<file path="config.mk">
export PLATFORM = sky130hd
export DESIGN_NAME = svc_rv_io_uart_tx
export DESIGN_NICKNAME = d
export VERILOG_FILES = /design/src/rtl/svc_rv_io_uart_tx.sv
export SDC_FILE = /design/constraint.sdc
export NUM_CORES = 1
export LEC_CHECK = 0
export CAP_MARGIN = 10
export CORE_AREA = 5 5 145 147
export CTS_BUF_LIST = sky130_fd_sc_hd__clkbuf_2 sky130_fd_sc_hd__clkbuf_4 sky130_fd_sc_hd__clkbuf_8
export DETAILED_ROUTE_END_ITERATION = 12
export DIE_AREA = 0 0 150 152
export GPL_TIMING_DRIVEN = 0
export PLACE_DENSITY = 0.48
export SYNTH_ARGS = -nofsm -noshare
export SYNTH_HDL_FRONTEND = slang
export SYNTH_SLANG_ARGS = --single-unit
</file>
<file path="constraint.sdc">
create_clock -name clk -period 2.5 [get_ports clk]
set_input_delay 0.5 -clock clk [delete_from_list [all_inputs] [get_ports clk]]
set_output_delay 0.5 -clock clk [all_outputs]
set_load 0.01 [all_outputs]
</file>
<file path="src/rtl/svc_rv_io_uart_tx.sv">
// -----------------------------------------------------------------------------
// svc_rv_io_uart_tx
//
// Memory-mapped UART transmitter with a byte FIFO. Bytes written to TXDATA
// are queued and serialised 8N1 (start bit, 8 data bits LSB first, stop bit)
// on txd. Frames queued back to back leave no idle gap between them.
//
// Register map (only address bits [3:2] are decoded):
//   0x0 TXDATA  W: wstrb[0] pushes wdata[7:0]     R: 0
//   0x4 STATUS  R: [0] busy [1] full [2] overflow [15:8] FIFO count
//               W: wstrb[0] && wdata[2] clears overflow
//   0x8, 0xC    R: 0, writes ignored
//
// Ports:
//   clk       single clock
//   rst_n     asynchronous active-low reset
//   io_raddr  MMIO read address
//   io_rdata  MMIO read data, combinational from io_raddr
//   io_wen    MMIO write strobe
//   io_waddr  MMIO write address
//   io_wdata  MMIO write data
//   io_wstrb  MMIO byte enables
//   txd       registered serial output, idle high
// -----------------------------------------------------------------------------
module svc_rv_io_uart_tx #(
  parameter int CLKS_PER_BIT = 868,
  parameter int FIFO_DEPTH   = 8
) (
  input  logic        clk,
  input  logic        rst_n,
  input  logic [31:0] io_raddr,
  output logic [31:0] io_rdata,
  input  logic        io_wen,
  input  logic [31:0] io_waddr,
  input  logic [31:0] io_wdata,
  input  logic [3:0]  io_wstrb,
  output logic        txd
);

  localparam int PTR_W  = $clog2(FIFO_DEPTH);
  localparam int CNT_W  = $clog2(FIFO_DEPTH + 1);
  localparam int BAUD_W = $clog2(CLKS_PER_BIT);

  localparam logic [CNT_W-1:0]  DEPTH_C   = CNT_W'(FIFO_DEPTH);
  localparam logic [BAUD_W-1:0] BAUD_LAST = BAUD_W'(CLKS_PER_BIT - 1);

  typedef enum logic [1:0] {
    IDLE,
    START,
    DATA,
    STOP
  } state_t;

  // ---------------------------------------------------------------------------
  // Register decode
  // ---------------------------------------------------------------------------
  logic wr_txdata;
  logic wr_ovf_clr;

  assign wr_txdata  = io_wen && (io_waddr[3:2] == 2'd0) && io_wstrb[0];
  assign wr_ovf_clr = io_wen && (io_waddr[3:2] == 2'd1) && io_wstrb[0] && io_wdata[2];

  // ---------------------------------------------------------------------------
  // FIFO
  // ---------------------------------------------------------------------------
  logic [7:0]       mem [FIFO_DEPTH];
  logic [PTR_W-1:0] wptr;
  logic [PTR_W-1:0] rptr;
  logic [CNT_W-1:0] count;
  logic             overflow;
  logic             fifo_empty;
  logic             fifo_full;
  logic             pop;
  logic             push_ok;
  logic             push_drop;
  logic [7:0]       head;

  assign fifo_empty = (count == '0);
  assign fifo_full  = (count == DEPTH_C);
  // A full FIFO still accepts a byte on the edge the transmitter pops one.
  assign push_ok    = wr_txdata && (!fifo_full || pop);
  assign push_drop  = wr_txdata && !push_ok;
  assign head       = mem[rptr];

  // NOTE: sequential state uses non-blocking assignments so every register
  // samples the pre-edge values of the others, matching the hardware.
  always_ff @(posedge clk or negedge rst_n) begin
    if (!rst_n) begin
      wptr     <= '0;
      rptr     <= '0;
      count    <= '0;
      overflow <= 1'b0;
    end else begin
      if (push_ok) wptr <= wptr + PTR_W'(1);
      if (pop)     rptr <= rptr + PTR_W'(1);

      case ({push_ok, pop})
        2'b10:   count <= count + CNT_W'(1);
        2'b01:   count <= count - CNT_W'(1);
        default: count <= count;
      endcase

      // A dropped byte wins over a simultaneous clear.
      if (push_drop)       overflow <= 1'b1;
      else if (wr_ovf_clr) overflow <= 1'b0;
    end
  end

  // NOTE: the storage array has no reset; emptiness is tracked by count and
  // pointers alone, so clearing the bytes would only cost reset fan-out.
  always_ff @(posedge clk) begin
    if (push_ok) mem[wptr] <= io_wdata[7:0];
  end

  // ---------------------------------------------------------------------------
  // Transmit FSM
  // ---------------------------------------------------------------------------
  state_t            state,    state_n;
  logic [BAUD_W-1:0] baud_cnt, baud_cnt_n;
  logic [2:0]        bit_idx,  bit_idx_n;
  logic [7:0]        shreg,    shreg_n;
  logic              txd_level;
  logic              baud_done;

  assign baud_done = (baud_cnt == BAUD_LAST);

  always_ff @(posedge clk or negedge rst_n) begin
    if (!rst_n) begin
      state    <= IDLE;
      baud_cnt <= '0;
      bit_idx  <= '0;
      shreg    <= '0;
      txd      <= 1'b1;
    end else begin
      state    <= state_n;
      baud_cnt <= baud_cnt_n;
      bit_idx  <= bit_idx_n;
      shreg    <= shreg_n;
      // txd is the registered copy of the current state's line level, so the
      // line trails the state by one clock.
      txd      <= txd_level;
    end
  end

  // NOTE: every output of this block gets a default first; a path that left
  // one unassigned would infer a latch.
  always_comb begin
    state_n    = state;
    baud_cnt_n = baud_cnt;
    bit_idx_n  = bit_idx;
    shreg_n    = shreg;
    pop        = 1'b0;
    txd_level  = 1'b1;

    case (state)
      IDLE: begin
        if (!fifo_empty) begin
          pop        = 1'b1;
          shreg_n    = head;
          baud_cnt_n = '0;
          state_n    = START;
        end
      end

      START: begin
        txd_level = 1'b0;
        if (baud_done) begin
          baud_cnt_n = '0;
          bit_idx_n  = '0;
          state_n    = DATA;
        end else begin
          baud_cnt_n = baud_cnt + BAUD_W'(1);
        end
      end

      DATA: begin
        txd_level = shreg[0];
        if (baud_done) begin
          baud_cnt_n = '0;
          shreg_n    = {1'b0, shreg[7:1]};
          if (bit_idx == 3'd7) begin
            bit_idx_n = '0;
            state_n   = STOP;
          end else begin
            bit_idx_n = bit_idx + 3'd1;
          end
        end else begin
          baud_cnt_n = baud_cnt + BAUD_W'(1);
        end
      end

      STOP: begin
        txd_level = 1'b1;
        if (baud_done) begin
          baud_cnt_n = '0;
          // Chain straight into the next start bit when more data is queued.
          if (!fifo_empty) begin
            pop     = 1'b1;
            shreg_n = head;
            state_n = START;
          end else begin
            state_n = IDLE;
          end
        end else begin
          baud_cnt_n = baud_cnt + BAUD_W'(1);
        end
      end

      default: state_n = IDLE;
    endcase
  end

  // ---------------------------------------------------------------------------
  // Read mux
  // ---------------------------------------------------------------------------
  logic       busy;
  logic [7:0] status_count;

  assign busy         = !fifo_empty || (state != IDLE);
  assign status_count = 8'(count);

  always_comb begin
    io_rdata = '0;
    if (io_raddr[3:2] == 2'd1) begin
      io_rdata = {16'h0000, status_count, 5'b00000, overflow, fifo_full, busy};
    end
  end

  // Address bits above [3:2] are decoded upstream; only the low byte of the
  // write data and byte lane 0 carry meaning here.
  logic unused_bits;
  assign unused_bits = ^{io_raddr[31:4], io_raddr[1:0], io_waddr[31:4],
                         io_waddr[1:0], io_wdata[31:8], io_wstrb[3:1]};

endmodule

</file>
==> metrics.txt, run 1 <==
drt drc 0; share of layout cells above drive strength 1 27.6%; cts hold-fix bufs 0; Req. time, crit path 2.58 ns; DR iter-0 viols 125; Worst Setup SP baud_cnt[0]; Area Overhead vs Synth 25.5%; R2R Path End mem[2][2]; non-filler cells, final 686; GRT Resource Usage Total 8.82%; Crit-path slowest cell nor4b_2; DRT antenna net count 0; CTS tree done; RR Startpoint baud_cnt[0]; async set or reset register ratio after synthesis 35.4%; most instantiated cells after synthesis edfxtp_1 (64), dfrtp_1 (34), buf_4 (25); Slew Limit Fails 0; Worst R2R Path Depth 6; Inst Count DP 651; Cell Int Power 2.62 mW; top-count cell post-synth edfxtp_1; top cell type's share of synthesized area 40.1%; post-synth top area cell edfxtp_1; post-synthesis register bit count 99; Sink Count 99; peak supply drop 297 uV; Leakage 2.39 nW; routed wire length 9.87 mm; endpoints failing setup 0; first-pass GRT wire length 15.6 mm; worst-path fanout max 7; Switch Pwr 1.02 mW; Post-Synthesis Cells 330; ant diodes 0; total gr overflow 0; vias in the first global route 2931; drt wl/cell 14.4 um; die width 150 um; Seq/Total Area, Yosys 58.5%; Hold Fails Final Rpt 0; pin count of the biggest net entering global routing 36; delay-heaviest family, CP simple AND/OR/NAND/NOR gates; Max Freq 400 MHz; Nets 529; syn_area_per_cell 14.5 um2; RSZ-0062 raised after global routing yes; Comb pwr share 17.3%; Hold WS 0.214 ns; kind of end point of the critical path register; initial antenna violation count 0; DR vias 2823; H-tree depth 3; WP data arrival 2.58 ns; Port Buffers 23; Netlist cell types 59; critical path class register to register; EDFF count, synth 64; clock root cell clkbuf_8; Die H 152 um; Worst path max stage delay 0.61 ns; Final min period 2.50 ns; fill count 2048; DIE AREA 22800 um2; number of buffers created by CTS 9; worst hold path class input pin to asynchronous set/reset pin; core box area 19800 um2; critical-path cell list ha_4, nor4b_4, and4_4, o21ai_4, nor4b_2, buf_4; switching part of the total 28.0%; dpl hpwl 6.82 mm; sequential fraction of design power 52.3%; Yosys warnings 0; drt pass-1 iters 4; Skew-Pair Late Insertion Delay 0.37 ns; RePlAce Congestion 0.770; reg2reg setup slack 0.003 ns; CTS clk-pin slew, worst paths 0.10 ns; power share of the clock group 30.4%; I/O pin total 136; FP Rows 52; Initial Utilization 24.2%; Mapped Area 4790 um2; Power Density 605 nW/um2; maximum capacitance violations 0; CP bufs+invs 1; Worst Tran Pin Value 0.925 ns; clock buffer depth 2; crit start category register; vias per inst 4.12; status finished clean; Synth area leaders edfxtp_1 (40%), dfrtp_1 (18%), mux4_1 (8.8%); slew margin rel. 38.1%; Worst Clk Skew 0.0159 ns; crit share post-route 99.9%; Main synth FF type edfxtp_1
## stage by stage
| step | power (mW) | area [um2] | util [%] | worst slack (ns) | TNS, ns |
|---|---|---|---|---|---|
| 2_1_floorplan | 2.23 | 4910 | - | -0.146 | -2.50 |
| 3_3_place_gp | 2.37 | 5480 | 27.7 | -1.53 | -48.71 |
| 3_5_place_dp | 2.41 | 5540 | 28.0 | -0.382 | -13.65 |
| 4_1_cts | 3.59 | 5890 | 29.8 | -0.111 | -1.32 |
| 5_1_grt | 3.82 | 6010 | 30.4 | -0.146 | -0.935 |
| 6_report | 3.64 | 6010 | 30.4 | 0.00296 | 0 |
## routing by layer
layer / vias up / global-route usage [%] / wire [um]
li1: 1364 / - / -
met1: 1399 / 10.6 / 4240
met2: 50 / 15.5 / 5060
met3: 10 / 2.32 / 459
met4: 0 / 2.61 / 114
met5: - / 0 / 0
## repair_timing
item / CTS / global route
buffers inserted: 12 / 10
pin swaps: 11 / 11
endpoints found under the setup margin: 61 / 54
resized for setup: 13 / 14
## cells by family (layout without fill, tap and decap cells)
| family | count (synthesis) | count (layout) | synth area share [%] |
|---|---|---|---|
| and+or+nand+nor | 73 | 73 | 9.46 |
| AOI/OAI and AO/OA | 50 | 50 | 7.11 |
| buffers and inverters | 52 | 114 | 7.00 |
| DFF | 99 | 99 | 58.5 |
| other | 1 | 25 | 0.0783 |
| xor gates and xnor gates | 7 | 7 | 1.28 |
| muxes | 33 | 33 | 12.5 |
| adders and majority gates | 15 | 15 | 4.08 |
## registers in the layout, indices dropped and copies added (netlist names)
signal	cells
bit_idx	3
wptr	3
shreg	8
state	2
rptr	3
mem	64
overflow	1
txd	1
count	4
baud_cnt	10
## cell usage in the layout, fill, tap and decap left out, types with 3 or more instances in the layout
cell type         n
o22a_1            4
mux2_2            8
a31oi_1           5
clkdlybuf4s50_1  20
a21oi_1           9
nand2_1          10
inv_8             4
buf_4            48
dfrtp_1          30
and2_1            7
o22ai_1           3
buf_6             4
ha_4              4
buf_1             3
buf_2             4
mux2i_1           9
conb_1           25
nand3_1           9
or3_1             4
nor4b_4           3
nand3b_1          3
inv_1            10
and3_1            4
xnor2_1           4
xor2_1            3
clkbuf_1          3
ha_1              9
clkbuf_8          9
dfrtp_2           4
nand2b_1          4
nor2_1            7
mux4_1           16
edfxtp_1         64
o21ai_0          12
nor2b_1           3
## power groups by stage
stage	sequential, mW	clock, mW	combinational, mW
3_5_place_dp	1.93	0	0.479
6_report	1.90	1.10	0.629
3_3_place_gp	1.93	0	0.441
2_1_floorplan	1.91	0	0.323
5_1_grt	1.91	1.22	0.689
4_1_cts	1.90	1.16	0.536
## worst register-to-register path: cells and delay by family, from the launching register on
family	cells	cell delay, ns
buffers and inverters	1	0.28
adder cells (fa/ha/maj)	1	0.17
flip-flops	1	0.41
AND/OR/NAND/NOR	3	1.23
AO/OA/AOI/OAI	1	0.11
## final cells by class
| cell class | count | area (um2) | area share [%] |
|---|---|---|---|
| flip-flops and latches | 99 | 2800 | 46.7 |
| multi-input cells | 203 | 1910 | 31.8 |
| repair buffers | 49 | 430 | 7.16 |
| well taps | 270 | 338 | 5.62 |
| plain buffers | 37 | 270 | 4.50 |
| clock buffers | 9 | 124 | 2.06 |
| clock inverters | 7 | 88.8 | 1.48 |
| inverters | 12 | 45.0 | 0.750 |
## worst max path at each step
stage / end / slack, ns / cells past startpoint
global placement: mem[1][6] / -1.53 / 6
finish: mem[2][2] / 0.003 / 6
global route: count[3] / -0.15 / 10
detailed placement: mem[1][6] / -0.38 / 7
CTS: mem[2][2] / -0.11 / 7
floorplan: mem[1][0] / -0.15 / 7
Note: power is estimated with default switching activity, not from simulation.
==> inputs of run 2 (changes only) <==
HOLD_SLACK_MARGIN = 0.15   (was default)
==> results of run 2 <==
Final layout, timing and power as in run 1 (identical DEF).
==> inputs of run 3 (changes only) <==
GPL_ROUTABILITY_DRIVEN = 0   (was default)
==> results of run 3 <==
Final layout, timing and power as in run 1 (identical DEF).
